[config.mk]
export PLATFORM = sky130hd
export DESIGN_NAME = if_stage
export DESIGN_NICKNAME = d
export VERILOG_FILES = /design/src/rtl/if_stage.sv
export SDC_FILE = /design/constraint.sdc
export NUM_CORES = 1
export LEC_CHECK = 0
export ABC_AREA = 1
export CAP_MARGIN = 30
export CORE_MARGIN = 2
export CORE_UTILIZATION = 50
export DETAILED_ROUTE_END_ITERATION = 16
export PLACE_DENSITY = 0.76
export SYNTH_ARGS = -nofsm -noshare
export SYNTH_HDL_FRONTEND = slang
export SYNTH_SLANG_ARGS = --single-unit
[constraint.sdc]
create_clock -name clk -period 5.2 [get_ports clk]
set_clock_uncertainty 0.15 [all_clocks]
set_input_delay 0.78 -clock clk [delete_from_list [all_inputs] [get_ports clk]]
set_output_delay 0.78 -clock clk [all_outputs]
set_load 0.01 [all_outputs]
[src/rtl/if_stage.sv]
// Instruction fetch stage: drives a single-outstanding-request instruction memory
// port and loads the IF/ID pipeline register, honouring stalls, flushes and branch redirects.
module if_stage (
  input  logic        clk,
  input  logic        rst_n,
  input  logic        stallF,
  input  logic        stallD,
  input  logic        flushD,
  input  logic        branch_matchD,
  input  logic [15:0] branch_targetD,
  input  logic        imem_ack,
  input  logic [15:0] imem_data,
  output logic        imem_req,
  output logic [15:0] imem_addr,
  output logic [15:0] instrD,
  output logic [15:0] pc_plus2D,
  output logic        validD,
  output logic        fetch_busy
);

  typedef enum logic [1:0] {IDLE, WAIT, HOLD, DRAIN} state_e;

  state_e      state_q, state_d;
  logic [15:0] pc_q, pc_d;
  logic [15:0] req_addr_q, req_addr_d;
  logic [15:0] hold_instr_q, hold_instr_d;
  logic [15:0] hold_pc2_q, hold_pc2_d;
  logic [15:0] instr_q, instr_d;
  logic [15:0] pc2_q, pc2_d;
  logic        valid_q, valid_d;
  logic        imem_req_q, imem_req_d;

  logic        deliver;
  logic [15:0] dl_instr;
  logic [15:0] dl_pc2;
  logic [15:0] req_plus2;

  assign req_plus2 = req_addr_q + 16'd2;

  always_comb begin
    // NOTE: every signal assigned here gets a default first, so no path leaves one unassigned and infers a latch.
    state_d      = state_q;
    pc_d         = pc_q;
    req_addr_d   = req_addr_q;
    hold_instr_d = hold_instr_q;
    hold_pc2_d   = hold_pc2_q;
    deliver      = 1'b0;
    dl_instr     = 16'h0000;
    dl_pc2       = 16'h0000;

    case (state_q)
      IDLE: begin
        if (branch_matchD) begin
          pc_d = branch_targetD;
        end else if (!stallF) begin
          req_addr_d = pc_q;
          state_d    = WAIT;
        end
      end
      WAIT: begin
        if (imem_ack) begin
          if (branch_matchD) begin
            pc_d       = branch_targetD;
            req_addr_d = branch_targetD;
          end else if (stallD) begin
            hold_instr_d = imem_data;
            hold_pc2_d   = req_plus2;
            pc_d         = req_plus2;
            state_d      = HOLD;
          end else begin
            deliver  = 1'b1;
            dl_instr = imem_data;
            dl_pc2   = req_plus2;
            pc_d     = req_plus2;
            if (!stallF) req_addr_d = req_plus2;
            else         state_d    = IDLE;
          end
        end else if (branch_matchD) begin
          // The in-flight response belongs to the wrong path; DRAIN swallows it.
          pc_d    = branch_targetD;
          state_d = DRAIN;
        end
      end
      HOLD: begin
        if (branch_matchD) begin
          pc_d    = branch_targetD;
          state_d = IDLE;
        end else if (!stallD) begin
          deliver  = 1'b1;
          dl_instr = hold_instr_q;
          dl_pc2   = hold_pc2_q;
          if (!stallF) begin
            req_addr_d = pc_q;
            state_d    = WAIT;
          end else begin
            state_d = IDLE;
          end
        end
      end
      DRAIN: begin
        if (branch_matchD) pc_d = branch_targetD;
        if (imem_ack) begin
          req_addr_d = branch_matchD ? branch_targetD : pc_q;
          state_d    = WAIT;
        end
      end
      default: state_d = IDLE;
    endcase

    // IF/ID: flush beats stall beats load; an advancing Decode with nothing
    // delivered this cycle takes a bubble so no instruction is issued twice.
    instr_d = instr_q;
    pc2_d   = pc2_q;
    valid_d = valid_q;
    if (flushD || (!stallD && !deliver)) begin
      instr_d = 16'h0000;
      pc2_d   = 16'h0000;
      valid_d = 1'b0;
    end else if (!stallD) begin
      instr_d = dl_instr;
      pc2_d   = dl_pc2;
      valid_d = 1'b1;
    end

    imem_req_d = (state_d == WAIT) || (state_d == DRAIN);
  end

  always_ff @(posedge clk or negedge rst_n) begin
    if (!rst_n) begin
      state_q      <= IDLE;
      pc_q         <= 16'h0000;
      req_addr_q   <= 16'h0000;
      hold_instr_q <= 16'h0000;
      hold_pc2_q   <= 16'h0000;
      instr_q      <= 16'h0000;
      pc2_q        <= 16'h0000;
      valid_q      <= 1'b0;
      imem_req_q   <= 1'b0;
    end else begin
      // NOTE: non-blocking assignments so every flop samples pre-edge values regardless of statement order.
      state_q      <= state_d;
      pc_q         <= pc_d;
      req_addr_q   <= req_addr_d;
      hold_instr_q <= hold_instr_d;
      hold_pc2_q   <= hold_pc2_d;
      instr_q      <= instr_d;
      pc2_q        <= pc2_d;
      valid_q      <= valid_d;
      imem_req_q   <= imem_req_d;
    end
  end

  assign imem_req   = imem_req_q;
  assign imem_addr  = req_addr_q;
  assign instrD     = instr_q;
  assign pc_plus2D  = pc2_q;
  assign validD     = valid_q;
  assign fetch_busy = (state_q == WAIT) && !imem_ack;

endmodule

# Word level (Yosys, flattened, before mapping)
# Index checks and enable logic that the tools add are counted.
# totals
output_inout_bits	51
elab_cells	79
reg_bits	100
input_bits	39
# op_classes
mux	44
n_reduce_logical	11
addsub	1
n_eq_ne	13
bitwise	1
# ops
cell	n
two-way mux 16 bit	22
one-hot mux 16 bit (2 select lines)	3
one-hot mux 16 bit (4 select lines)	1
two-way mux 2 bit	10
adder 16 x 2 -> 16 bit (second input constant)	1
!= test 2 bit (second input constant)	5
one-hot mux 2 bit (4 select lines)	1
AND reduction 7 bit	1
equality test 2 bit (second input constant)	3
two-way mux 1 bit	6
!= test 3 bit (second input constant)	2
equality test 2 x 1 -> 1 bit (second input constant)	2
AND reduction 4 bit	1
zero test 1 bit	3
OR reduction 3 bit	1
logical AND 1 bit	2
zero test 2 bit	1
logical OR 1 bit	2
!= test 2 x 1 -> 1 bit (second input constant)	1
one-hot mux 1 bit (2 select lines)	1
NOT 1 bit	1

# Depth between registers and ports, before layout
# Gate-level depths: netlist (run 1).
# depth
depth_word	8
depth_mapped	11
mapped_depth_nobuf	10

# Worst setup path before layout (run 1)
# Ideal clock, no wire load.
# synth_timing
path_kind	input to register
from	in branch_matchD
to	reg pc2_q[13], in the netlist pc_plus2D[13]
slack_ps	3276
t_arrival_ps	1709
t_required_ps	4984
stages	9
path_buffers	2
setup_ps	66
path_cell_list	buf_6 -> inv_4 -> nand2_2 -> nor3_2 -> o21ai_1 -> nor3_4 -> buf_6 -> nand2_1 -> nand2_1
# synth_between
elab_chain_len	7
word_cells_on_any_way	13
cone_classes	eq/ne: 1; mux: 9; reduce/logical: 3
# synth_lines
item	line	text
start: declaration	9	input logic branch_matchD,
two-way mux 1 bit	62	if (branch_matchD) begin
two-way mux 1 bit	61	if (imem_ack) begin
one-hot mux 1 bit (2 select lines)	51	case (state_q)
zero test 1 bit	115	if (flushD || (!stallD && !deliver)) begin
logical AND 1 bit	115	
logical OR 1 bit	115	
!= test 2 x 1 -> 1 bit (no line) or two-way mux 16 bit (tied branches)	n/a	
end signal: assignment	147	pc2_q <= pc2_d;
end: declaration	29	logic [15:0] pc2_q, pc2_d;
# Several ways; a longest one is shown, not always the timed one. The select of a mux whose other input is x is not followed.
# A chain may end at the register's enable or synchronous reset.

==> run summary, run 1 <==
Status -> finished, final reports clean
Crit path max fanout -> 20
Buffers on Ports -> 89
Fin cells -> 912
DP HPWL -> 9050 um
Post-synthesis cell count -> 698
Sequential share of power -> 40.1%
Critical-path cell list -> inv_1 -> ha_1 -> inv_1 -> nor2_1 -> clkdlybuf4s50_1
Max Cap Violations -> 0
First-pass GRT wire length -> 21700 um
Syn. warnings -> 0
Synthesized flop and latch total -> 99
Fmax -> 264 MHz
CP top delay family -> buffers and inverters
Die Footprint -> 11400 um^2
GRT overflow -> 0
# IOs -> 90
Critical path buffer and inverter count -> 3
Post-synthesis to final-layout area growth -> 20.5%
CP Capture Type -> output pin
Post-Syn Area -> 5280 um^2
GRT Overall Usage -> 23.8%
Endpoints failing setup -> 0
Drt via density -> 5.35
Clk_lat worst skew -> 0.37 ns
H-tree Lvls -> 3
Total Power -> 2.99 mW
Critical Path AT -> 2.86 ns
Net Sw Frac -> 42.0%
CTS tree -> done
Psw -> 1.26 mW
CP Launch Type -> register
Sink Count -> 99
Max-slew violations -> 0
Die Ht -> 107 um
Fin Setup TNS -> 0 ns
Dpl cells -> 896
Share of cells above drive strength 1 -> 5.80%
Register area share after synthesis -> 46.9%
Total CTS buffers -> 9
Async set or reset register ratio after synthesis -> 100%
Max Root-Sink Buffers -> 2
DRC violations left -> 0
Hold-fix buffers, CTS -> 0
Worst EP required -> 4.27 ns
Antenna-violating nets left -> 0
Tmin final -> 3.79 ns
Internal -> 1.73 mW
Crit path largest cell delay -> 0.77 ns
Crit Path Category -> reg -> out
Wire per inst -> 14.4 um
Pin count of the biggest net entering global routing -> 58
Chip width -> 107 um
Hold WC Path Type -> in -> async
Cell depth of the worst flop-to-flop path -> 9
CTS Root Cell -> clkbuf_8
Row count -> 37
Critical path depth -> 5
Final hold vios -> 0
Initial antenna violation count -> 0
Pleak -> 3.04 nW
Slew HR -> 40.2%
Clock share of power -> 16.6%
Vias in the first global route -> 4642
Antenna cells -> 0
Setup Fix Bufs, Post-CTS -> 0
Synth unique cells -> 41
Most common cell on crit path -> inv_1
Worst-Margin Slew -> 0.898 ns
Post-Syn Nets -> 744
Leading register cell type out of synthesis -> dfrtp_1
Starting Density -> 51.4%
R2R Setup Slk -> 1.51 ns
Clk slew on worst S/H paths -> 0.09 ns
Combinational Power Share -> 43.4%
Core Region -> 10300 um^2
Mean cell area of the mapped netlist -> 7.57 um^2
Crit path max-delay cell type -> ha_1
Period utilization -> 72.9%
Fin nets -> 817
Power Dens Cells -> 469 nW/um^2
DRT Wirelength -> 13100 um
Number of synthesized flops with an enable pin -> 0
Initial drt markers -> 273
Gp weighted congestion -> 0.850
Via count -> 4879
Initial DRT Pass Iterations -> 5
FF-to-FF End -> hold_pc2_q[4]
Peak ir drop on the vdd network -> 258 uV
RSZ-0062 raised after global routing -> no
Post-cts gate resize count -> 0
## power by group through the flow
stage / logic (mW) / registers (mW) / clock network (mW)
final: 1.30 / 1.20 / 0.495
after CTS: 1.29 / 1.19 / 0.503
after global routing: 1.45 / 1.22 / 0.534
after floorplan: 0.873 / 1.18 / 0
after global placement: 1.23 / 1.20 / 0
after detailed placement: 1.27 / 1.21 / 0
## synthesized netlist by cell type (all sizes together), types with 6 or more instances
cell type / count / area share (%)
nand3: 24 / 2.5
nand4: 6 / 0.71
a21oi: 15 / 1.4
nand2: 267 / 19
ha: 7 / 1.7
o22ai: 8 / 0.95
nor2: 59 / 4.7
clkbuf: 6 / 0.43
xor2: 6 / 0.99
inv: 59 / 4.3
dfrtp: 99 / 47
buf: 25 / 3.4
a31oi: 14 / 1.7
o21ai: 85 / 8.2
## state kept, by name, summed over array words and instances, names as in the netlist, named ones only
name          count
validD            1
instrD           16
hold_instr_q     16
imem_addr        16
pc_q             16
hold_pc2_q       16
pc_plus2D        16
## layout make-up
type	count	area [um^2]
inverters	62	241
clock buffers	10	128
fillers	950	3910
multi-input cells	506	2360
clock inverters	6	63.8
flip-flops and latches	99	2480
well taps	136	170
repair buffers	93	922
## cell usage in the layout, fill, tap and decap left out, drive strengths merged
cell type	synthesis	routed
nand4	6	6
nand2	267	267
clkinvlp	0	2
a22o	1	1
o21ai	85	85
bufinv	0	1
inv	59	60
a32oi	1	1
o21bai	3	3
a22oi	3	3
a31oi	14	14
xor2	6	6
nor3	3	3
ha	7	7
dfrtp	99	99
xnor2	1	1
nor2	59	59
a21boi	1	1
clkinv	3	5
clkbuf	6	10
nand3	24	24
buf	25	5
a21oi	15	15
or2	2	2
o22ai	8	8
clkdlybuf4s50	0	88
## kinds of logic after synthesis
family / count (synthesis) / share of synthesized area [%]
compound gates: 131 / 14.0
fa+ha+maj: 7 / 1.66
buf+inv: 93 / 8.41
flops: 99 / 46.9
xor+xnor: 7 / 1.16
simple gates: 361 / 27.9
## how the worst max path moves through the flow
stage	endpoint	slack, ns
floorplan	pc_plus2D[13]	3.28
global placement	register	1.61
detailed placement	register	1.54
CTS	fetch_busy	1.38
global route	register	1.18
finish	fetch_busy	1.41
## per-layer routing
layer	wire [um]	track usage [%]	up-vias	share of wire [%]
met3	957	4.26	29	7.3
li1	-	-	2383	-
met1	5930	33.1	2274	45
met5	0	0	-	0
met2	5970	37.4	193	46
met4	257	9.00	0	2.0
## per-stage QoR
step / worst slack (ns) / hold slack (ns) / utilization (%) / cell area [um^2]
floorplan: 3.28 / 0.305 / - / 5280
global placement: 1.61 / 0.311 / 60.0 / 6160
detailed placement: 1.54 / 0.315 / 60.1 / 6180
CTS: 1.38 / 0.244 / 62.0 / 6370
global route: 1.18 / 0.257 / 62.0 / 6370
finish: 1.41 / 0.226 / 62.0 / 6370
Power figures use the tool's default switching activity.
==> run 2: changes to the inputs <==
==> constraint.sdc (replaced) <==
create_clock -name clk -period 3.8 [get_ports clk]
set_clock_uncertainty 0.15 [all_clocks]
set_input_delay 0.57 -clock clk [delete_from_list [all_inputs] [get_ports clk]]
set_output_delay 0.57 -clock clk [all_outputs]
set_load 0.01 [all_outputs]
==> run summary, run 2 (synthesized netlist as in run 1, its figures left out) <==
Status -> finished, final reports clean (unchanged)
CP Capture Type -> output pin (unchanged)
Initial drt markers -> 354 (was 273)
Total Power -> 4.10 mW (was 2.99 mW)
# IOs -> 90 (unchanged)
Net Sw Frac -> 41.9% (was 42.0%)
Psw -> 1.72 mW (was 1.26 mW)
Via count -> 4873 (was 4879)
Row count -> 37 (unchanged)
Initial antenna violation count -> 0 (unchanged)
# fillers -> 926 (was 950)
R2R Setup Slk -> 1.14 ns (was 1.51 ns)
Top Layer Used -> met4 (unchanged)
Die Footprint -> 11400 um^2 (unchanged)
Crit path max fanout -> 20 (unchanged)
Final hold vios -> 0 (unchanged)
Fin Setup TNS -> 0 ns (unchanged)
Share of cells above drive strength 1 -> 6.65% (was 5.80%)
Internal -> 2.38 mW (was 1.73 mW)
Buffers on Ports -> 89 (unchanged)
Starting Density -> 51.4% (unchanged)
Post-cts gate resize count -> 0 (unchanged)
CTS Root Cell -> clkbuf_8 (unchanged)
Worst setup endpoint -> fetch_busy (unchanged)
DRT met1 WL -> 5880 um (was 5930 um)
Crit Path Category -> reg -> out (unchanged)
Max Cap Violations -> 0 (unchanged)
GRT Overall Usage -> 24.3% (was 23.8%)
First-pass GRT wire length -> 22200 um (was 21700 um)
Wire per inst -> 14.4 um (about the same)
Chip width -> 107 um (unchanged)
Fin nets -> 823 (was 817)
RSZ-0062 raised after global routing -> no (unchanged)
Sequential share of power -> 40.0% (was 40.1%)
Hold WC Path Type -> in -> async (unchanged)
H-tree Lvls -> 3 (unchanged)
Core Region -> 10300 um^2 (unchanged)
GRT overflow -> 0 (unchanged)
Post-synthesis to final-layout area growth -> 21.6% (was 20.5%)
Gp weighted congestion -> 0.817 (was 0.850)
Most frequent cells in the layout -> nand2_1, dfrtp_1, clkdlybuf4s50_1 (unchanged)
Peak ir drop on the vdd network -> 299 uV (was 258 uV)
Sink Count -> 99 (unchanged)
Fmax -> 330 MHz
Slew HR -> 43.8% (was 40.2%)
DRT Wirelength -> 13200 um (was 13100 um)
CTS tree -> done (unchanged)
CP Launch Type -> register (unchanged)
FF-to-FF End -> pc_plus2D[13] (was hold_pc2_q[4])
Worst EP required -> 3.08 ns (was 4.27 ns)
Hold-fix buffers, CTS -> 0 (unchanged)
DRC violations left -> 0 (unchanged)
Pin count of the biggest net entering global routing -> 58 (unchanged)
Worst-Margin Slew -> 0.843 ns (was 0.898 ns)
Max Root-Sink Buffers -> 2 (unchanged)
Met3 Routed Length -> 952 um (was 957 um)
Die Ht -> 107 um (unchanged)
Vias in the first global route -> 4785 (was 4642)
Pleak -> 3.07 nW (was 3.04 nW)
DP HPWL -> 9380 um (was 9050 um)
Combinational Power Share -> 43.2% (was 43.4%)
Period utilization -> 79.6%
Cell depth of the worst flop-to-flop path -> 10 (was 9)
Setup Fix Bufs, Post-CTS -> 0 (unchanged)
Antenna cells -> 0 (unchanged)
Tmin final -> 3.03 ns
Power Dens Cells -> 638 nW/um^2 (was 469 nW/um^2)
Clock share of power -> 16.9% (was 16.6%)
Clk_lat worst skew -> 0.36 ns (was 0.37 ns)
Total CTS buffers -> 9 (unchanged)
Endpoints failing setup -> 0 (unchanged)
Initial DRT Pass Iterations -> 5 (unchanged)
Critical Path AT -> 2.31 ns (was 2.86 ns)
Clk slew on worst S/H paths -> 0.10 ns (was 0.09 ns)
Met2 wire len -> 6130 um (was 5970 um)
Antenna-violating nets left -> 0 (unchanged)
Drt via density -> 5.31 (was 5.35)
Commonest non-fill, non-tap cell in the layout -> nand2_1 (unchanged)
Max-slew violations -> 0 (unchanged)
run 2: routing by layer:
| metal | global-route usage [%] | up-vias |
|---|---|---|
| met3 | 3.89 | 24 |
| met2 | 38.6 | 203 |
| li1 | - | 2386 |
| met5 | 0 | - |
| met1 | 32.9 | 2260 |
| met4 | 10.9 | 0 |
run 2: power by group through the flow:
stage          Combinational (mW)  Clock, mW  Sequential (mW)
2_1_floorplan                1.19          0             1.62
3_3_place_gp                 1.69          0             1.63
3_5_place_dp                 1.74          0             1.65
4_1_cts                      1.76      0.702             1.63
5_1_grt                      1.99      0.754             1.68
6_report                     1.77      0.692             1.64
run 2: final cells by class:
type	count	area [um^2]	share of cell area, %
Sequential cell	99	2480	38.6
Inverter	62	241	3.76
Multi-Input combinational cell	506	2360	36.8
Tap cell	136	170	2.65
Clock buffer	9	124	1.93
Clock inverter	7	77.6	1.21
Timing Repair Buffer	99	971	15.1
run 2: per-stage QoR:
stage | instances | cell area, um^2 | util [%] | setup slack (ns) | hold WS, ns
5_1_grt | 918 | 6430 | 62.5 | 0.677 | 0.178
4_1_cts | 918 | 6430 | 62.5 | 0.764 | 0.138
3_3_place_gp | 901 | 6210 | 60.4 | 0.810 | 0.312
6_report | 918 | 6430 | 62.5 | 0.774 | 0.114
3_5_place_dp | 902 | 6220 | 60.6 | 0.990 | 0.315
2_1_floorplan | 698 | 5280 | - | 1.95 | 0.124
run 2: worst min path at each step:
stage / depth (start not counted) / to / slack [ns]
floorplan: 0 / asynchronous set/reset pin / 0.12
detailed placement: 2 / instrD[13] / 0.32
CTS: 1 / instrD[11] / 0.14
global placement: 2 / pc_plus2D[2] / 0.31
finish: 1 / instrD[11] / 0.11
global route: 1 / pc_plus2D[15] / 0.18
run 2: worst max-delay path: stages (launching register included):
cell,delay (ns)
dfrtp_1,0.45
inv_1,0.14
ha_1,0.17
buf_4,0.27
inv_1,0.20
nor2_1,0.17
clkdlybuf4s50_1,0.56
